<file path="config.mk">
export PLATFORM = sky130hd
export DESIGN_NAME = alu_arbiter
export DESIGN_NICKNAME = d
export VERILOG_FILES = /design/src/rtl/alu_arbiter.sv
export SDC_FILE = /design/constraint.sdc
export NUM_CORES = 1
export LEC_CHECK = 0
export CAP_MARGIN = 15
export CORE_AREA = 2 2 128 130
export CTS_CLUSTER_SIZE = 28
export DETAILED_ROUTE_END_ITERATION = 10
export DIE_AREA = 0 0 130 132
export DONT_BUFFER_PORTS = 1
export SLEW_MARGIN = 20
export SYNTH_ARGS = -nofsm -noshare
export SYNTH_HDL_FRONTEND = slang
export SYNTH_SLANG_ARGS = --single-unit
</file>
<file path="constraint.sdc">
create_clock -name clk -period 2.5 [get_ports clk]
set_clock_uncertainty 0.2 [all_clocks]
set_input_delay 0.375 -clock clk [delete_from_list [all_inputs] [get_ports clk]]
set_output_delay 0.375 -clock clk [all_outputs]
set_load 0.02 [all_outputs]
</file>
<file path="src/rtl/alu_arbiter.sv">
// Round-robin arbiter sharing one combinational ALU between two requesters,
// with a one-entry registered response slot per requester.
module alu_arbiter #(
  parameter int DW   = 32,
  parameter int OPW  = 5,
  parameter int TAGW = 4
) (
  input  logic            clk,
  input  logic            rstn,
  input  logic            req0_valid,
  output logic            req0_ready,
  input  logic [DW-1:0]   req0_a,
  input  logic [DW-1:0]   req0_b,
  input  logic [OPW-1:0]  req0_op,
  input  logic [TAGW-1:0] req0_tag,
  input  logic            req1_valid,
  output logic            req1_ready,
  input  logic [DW-1:0]   req1_a,
  input  logic [DW-1:0]   req1_b,
  input  logic [OPW-1:0]  req1_op,
  input  logic [TAGW-1:0] req1_tag,
  output logic            rsp0_valid,
  input  logic            rsp0_ready,
  output logic [DW-1:0]   rsp0_c,
  output logic            rsp0_zero,
  output logic [TAGW-1:0] rsp0_tag,
  output logic            rsp1_valid,
  input  logic            rsp1_ready,
  output logic [DW-1:0]   rsp1_c,
  output logic            rsp1_zero,
  output logic [TAGW-1:0] rsp1_tag,
  output logic [DW-1:0]   alu_a,
  output logic [DW-1:0]   alu_b,
  output logic [OPW-1:0]  alu_op,
  input  logic [DW-1:0]   alu_c,
  input  logic            alu_zero
);

  // Handshakes: a request transfers on an edge where reqN_valid & reqN_ready;
  // a response transfers on an edge where rspN_valid & rspN_ready. Valid never
  // waits on ready, and ready is only raised for a valid request.

  logic last_gnt;
  logic elig0, elig1;
  logic gnt0, gnt1;

  // A requester may issue when its slot is empty or is being drained this cycle.
  assign elig0 = req0_valid & (~rsp0_valid | rsp0_ready);
  assign elig1 = req1_valid & (~rsp1_valid | rsp1_ready);

  assign gnt0 = elig0 & (~elig1 | last_gnt);
  assign gnt1 = elig1 & (~elig0 | ~last_gnt);

  assign req0_ready = gnt0;
  assign req1_ready = gnt1;

  always_comb begin
    alu_a  = '0;
    alu_b  = '0;
    alu_op = '0;
    if (gnt0) begin
      alu_a  = req0_a;
      alu_b  = req0_b;
      alu_op = req0_op;
    end else if (gnt1) begin
      alu_a  = req1_a;
      alu_b  = req1_b;
      alu_op = req1_op;
    end
  end

  // Reset value 1 so requester 0 wins the first tie.
  always_ff @(posedge clk or negedge rstn) begin
    if (!rstn) begin
      last_gnt <= 1'b1;
    end else if (gnt0) begin
      last_gnt <= 1'b0;
    end else if (gnt1) begin
      last_gnt <= 1'b1;
    end
  end

  always_ff @(posedge clk or negedge rstn) begin
    if (!rstn) begin
      rsp0_valid <= 1'b0;
      rsp0_c     <= '0;
      rsp0_zero  <= 1'b0;
      rsp0_tag   <= '0;
    end else if (gnt0) begin
      rsp0_valid <= 1'b1;
      rsp0_c     <= alu_c;
      rsp0_zero  <= alu_zero;
      rsp0_tag   <= req0_tag;
    end else if (rsp0_ready) begin
      rsp0_valid <= 1'b0;
    end
  end

  always_ff @(posedge clk or negedge rstn) begin
    if (!rstn) begin
      rsp1_valid <= 1'b0;
      rsp1_c     <= '0;
      rsp1_zero  <= 1'b0;
      rsp1_tag   <= '0;
    end else if (gnt1) begin
      rsp1_valid <= 1'b1;
      rsp1_c     <= alu_c;
      rsp1_zero  <= alu_zero;
      rsp1_tag   <= req1_tag;
    end else if (rsp1_ready) begin
      rsp1_valid <= 1'b0;
    end
  end

endmodule

</file>
== Word level (Yosys, flattened, before mapping) ==
Cells that the tools add are included.
Operators by class
  add/subtract/negate cells: 0
  multiply operators: 0
  div/mod/pow operators: 0
  $lt $le $gt $ge: 0
  equality and inequality tests: 0
  shifts and indexed selects: 0
  mux-type cells: 12
  bitwise gates (word level): 13
  reductions and logical operators: 3
Operators with widths (count)
  two-way mux 32 bit: 4
  two-way mux 5 bit: 2
  two-way mux 1 bit: 6
  nonzero test 2 bit: 3
  inverter 1 bit: 5
  bitwise AND 1 bit: 4
  bitwise OR 1 bit: 4
Storage, ports and cells
  register bits: 77
  bits in latches: 0
  memory bits (writable): 0
  memory bits (read-only): 0
  input bits: 185
  output and inout bits: 147
  word-level logic and storage cells: 37
  memories kept: 0

== Depth between registers and ports, before layout ==
  word-level depth: 8
  gate-level depth with buffers: 6
  mapped depth without buffers: 4

== Worst setup path after synthesis ==
OpenSTA, ideal clock, no wires.
  path type: register to output
  from: register rsp1_valid
  to: output alu_b[10]
  arrival: 1.666 ns
  slack: 0.259 ns
  stages on the path, launching flop included: 6
  path buffers: 2
  path through: dfrtp_1 and2b_1 a311oi_4 buf_4 buf_6 a22o_1
Between the ends
  longest elaborated chain between the ends: 7
  elaborated cells between the ends (all ways): 9
  classes of those cells: mux: 2; bitwise: 7
RTL lines
  start: declaration: RTL line 27  | output logic rsp1_valid,
  start signal: assignment: RTL line 101  | rsp1_valid <= 1'b0;
  start signal: assignment: RTL line 106  | rsp1_valid <= 1'b1;
  start signal: assignment: RTL line 111  | rsp1_valid <= 1'b0;
  inverter 1 bit *: RTL line 49  | assign elig1 = req1_valid & (~rsp1_valid | rsp1_ready);
  bitwise OR 1 bit *: RTL line 49
  bitwise AND 1 bit *: RTL line 49
  inverter 1 bit: RTL line 51  | assign gnt0 = elig0 & (~elig1 | last_gnt);
  bitwise OR 1 bit: RTL line 51
  bitwise AND 1 bit: RTL line 51
  two-way mux 32 bit *: RTL line 61  | if (gnt0) begin
  end: declaration: RTL line 33  | output logic [DW-1:0] alu_b,
Every way passes the cells marked *; elsewhere a longest branch is shown, timed or not.

== Worst setup path in the final report ==
  from: register rsp1_valid
  to: output alu_b[21]
Between the ends
  elaborated cells between the ends (all ways): 9
  classes of those cells: mux: 2; bitwise: 7
RTL lines
  inverter 1 bit: RTL line 49
  bitwise OR 1 bit: RTL line 49
  bitwise AND 1 bit: RTL line 49
  bitwise AND 1 bit: RTL line 52  | assign gnt1 = elig1 & (~elig0 | ~last_gnt);
  named net req1_ready: RTL line 17  | output logic req1_ready,
  two-way mux 32 bit: RTL line 65  | end else if (gnt1) begin
  two-way mux 32 bit: RTL line 61
The timed path passes the listed nets, and every way through them passes these cells.

==> metrics <==
global-route wire length before repair=roughly 19 mm; Initial DRT Pass Iterations=4; fin crit share=~98%; worst slack, placed=0.182 ns; Slew @ Worst Pin=a little over 0.4 ns; RSZ-0062 raised after global routing=true; cell area power density=991 mW/mm2; Core Footprint=approximately 0.016 mm2; initial antenna violation count=2; Total GRT Usage=about 15%; Die Span X=between 100 and 150 um; full die area=around 0.017 mm2; Max VDD drop=0.513 mV; dominant cell type by area after synthesis=dfrtp_1; setup tns final=0 ns; Root Driver=clkbuf_16; xor/xnor share of the synthesized area=0%; Bufs on Longest Clock Path=2; Rows=46; Power Internal=2.86 mW; # Max-Cap Violations=0; Final Hold Viols=0; status=finished clean; wire length per cell=about 29 um; synth top area cells=dfrtp_1, mux2_2, a22o_1, buf_2, buf_4; worst hold slack=between 0.015 and 0.02 ns; clock sink count=77; Overall Power=around 4.7 mW; Final Max Slew Viols=0; die span in y=132 um; number of buffers created by CTS=9; Area after DPL=between 0.003 and 0.004 mm2; Min Clock Period, post-route=around 2.5 ns; WS Path Type=reg2out; GRT overflow=0; data arrival time of the critical path=approximately 1.9 ns; # IOs=roughly 330; post-synthesis cell area=about 0.0036 mm2; Startpoint Class=register; largest net degree at the start of global routing=85; compound-cell area share of the yosys netlist=between 10% and 20%; post-synthesis cell type count=17; simple-gate portion of the synthesized area=less than 1%; Worst slew margin=73.2%; Final Util=30.3%; worst setup margin=a little under 0.04 ns; Crit path max-delay family=compound AO/OA/AOI/OAI gates; cells along the critical path=and2b_1 -> a311oi_4 -> buf_4 -> buf_16 -> a22o_2; clock slew at reported path FFs=~0.070 ns; vias in the first global route=between 2000 and 3000; Sw Pwr=1.86 mW; worst-skew pair later-pin latency=approximately 0.33 ns; number of enable flip-flop cells after synthesis=0; vias per cell=about 5; P&R area growth vs syn=32.9%; # DRC=0; fmax=slightly above 400 MHz; WP buf/inv=2; Synth Flop Type=dfrtp_1; Clk pwr share=a little over a quarter; Crit path largest cell delay=0.38 ns; Switching Fraction=39.5%; Cells after DPL=between 400 and 500; Syn Nets=around 440; Worst Hold Class=in2reg; Vias=about 2700; Synth top area share=a little over half; final WL=14.9 mm; endpoints failing setup=0; sequential share of power=between 40 and 50%; #FFs+latches synth=77; Post-Syn Instances=253; antenna-violating nets left=0; FFs w/ async S/R, synth=100%; cell area after layout=between 0.004 and 0.005 mm2; routability congestion estimate=about 0.84; WP data required=~1.9 ns; yosys warns=0; CTS tree=done; post-detail-place hpwl=~11 mm; leak pwr=slightly below 2 nW; Crit-path slowest cell=dfrtp_1; area share of fa/ha/maj cells after synthesis=0%; starting density of the core=between 20% and 30%; H-tree levels=3; Synth top cells by count=dfrtp_1, mux2_2, a22o_1; I/O Buffers=0; mux contribution to synthesized area=between 20% and 30%; crit path capture type=output pin; post-route insts no fill=520; CP max FO=22; logic gate share of total power=a little over a quarter; fin nets=between 400 and 500; Initial DRC Count=96; share of cells above drive strength 1=approximately three fifths; register area share after synthesis=between 50% and 60%; most common cell in the netlist=dfrtp_1; largest family of logic cells by synthesized area=multiplexers; syn avg cell area=14.2 um2
[what timing repair did]
action,CTS,global route
gates resized for setup,30,43
hold endpoints to repair,152,0
gates cloned,1,3
setup endpoints to repair,69,69
buffers inserted,2,0
pin swaps,1,0
hold buffers,44,0
[cells by family after synthesis]
kind of cell | after synthesis
buffers and inverters | 24
multiplexers | 74
AND/OR/NAND/NOR | 6
flip-flops | 77
AO/OA/AOI/OAI | 72
[power by group through the flow]
stage	clock network (mW)	logic [mW]	registers, mW
after detailed placement	0	1.01	2.27
final	1.24	1.23	2.25
after global routing	1.33	1.32	2.29
after CTS	1.28	1.15	2.25
after floorplan	0	0.893	2.17
after global placement	0	0.971	2.26
[state kept, by name, indices dropped and copies added (netlist names)]
name / count
rsp1_valid: 1
rsp1_tag: 4
rsp0_c: 32
rsp1_zero: 1
rsp0_valid: 1
rsp0_zero: 1
last_gnt: 1
rsp1_c: 32
rsp0_tag: 4
[cell usage in the layout (no fill, tap or decap)]
cell / instances
mux2_2: 74
a22o_4: 1
buf_4: 6
nand2_1: 2
inv_8: 1
buf_16: 4
nand2b_2: 1
clkinv_2: 1
o211ai_2: 1
dfstp_2: 1
inv_6: 2
and2b_1: 1
o2bb2ai_1: 1
dlygate4sd3_1: 43
inv_1: 1
a311oi_4: 1
a22o_2: 68
inv_2: 1
clkinvlp_4: 3
nand2b_1: 1
dfrtp_1: 76
or2_2: 1
diode_2: 1
clkbuf_16: 12
[per-layer routing]
metal  wire, um  share of wire [%]  track usage [%]
met5          9              0.060                0
met4        260                1.7             4.90
met1       5970                 40             18.6
met3       1330                8.9             4.95
met2       7320                 49             25.0
[final timing paths]
kind,startpoint,end,slack [ns],cells after the start
setup / recovery,rsp1_valid,alu_b[21],0.04,5
min in group asynchronous,rstn,rsp1_valid,0.41,2
hold reg to reg,last_gnt,last_gnt,0.31,1
hold / removal,req1_valid,last_gnt,0.02,2
max in group asynchronous,rstn,rsp1_c[8],1.36,2
setup reg to reg,rsp1_valid,rsp1_c[0],0.30,5
[cell type report]
cell class / instances / area (um2)
fill: 1586 / 10900
inverter: 2 / 7.51
timing repair buffer: 56 / 661
clock buffer: 9 / 225
antenna: 1 / 2.50
clock inverter: 7 / 56.3
tap: 216 / 270
multi-input combinational: 152 / 1620
sequential: 77 / 1930
No activity file was read; power rests on OpenSTA's default activity.
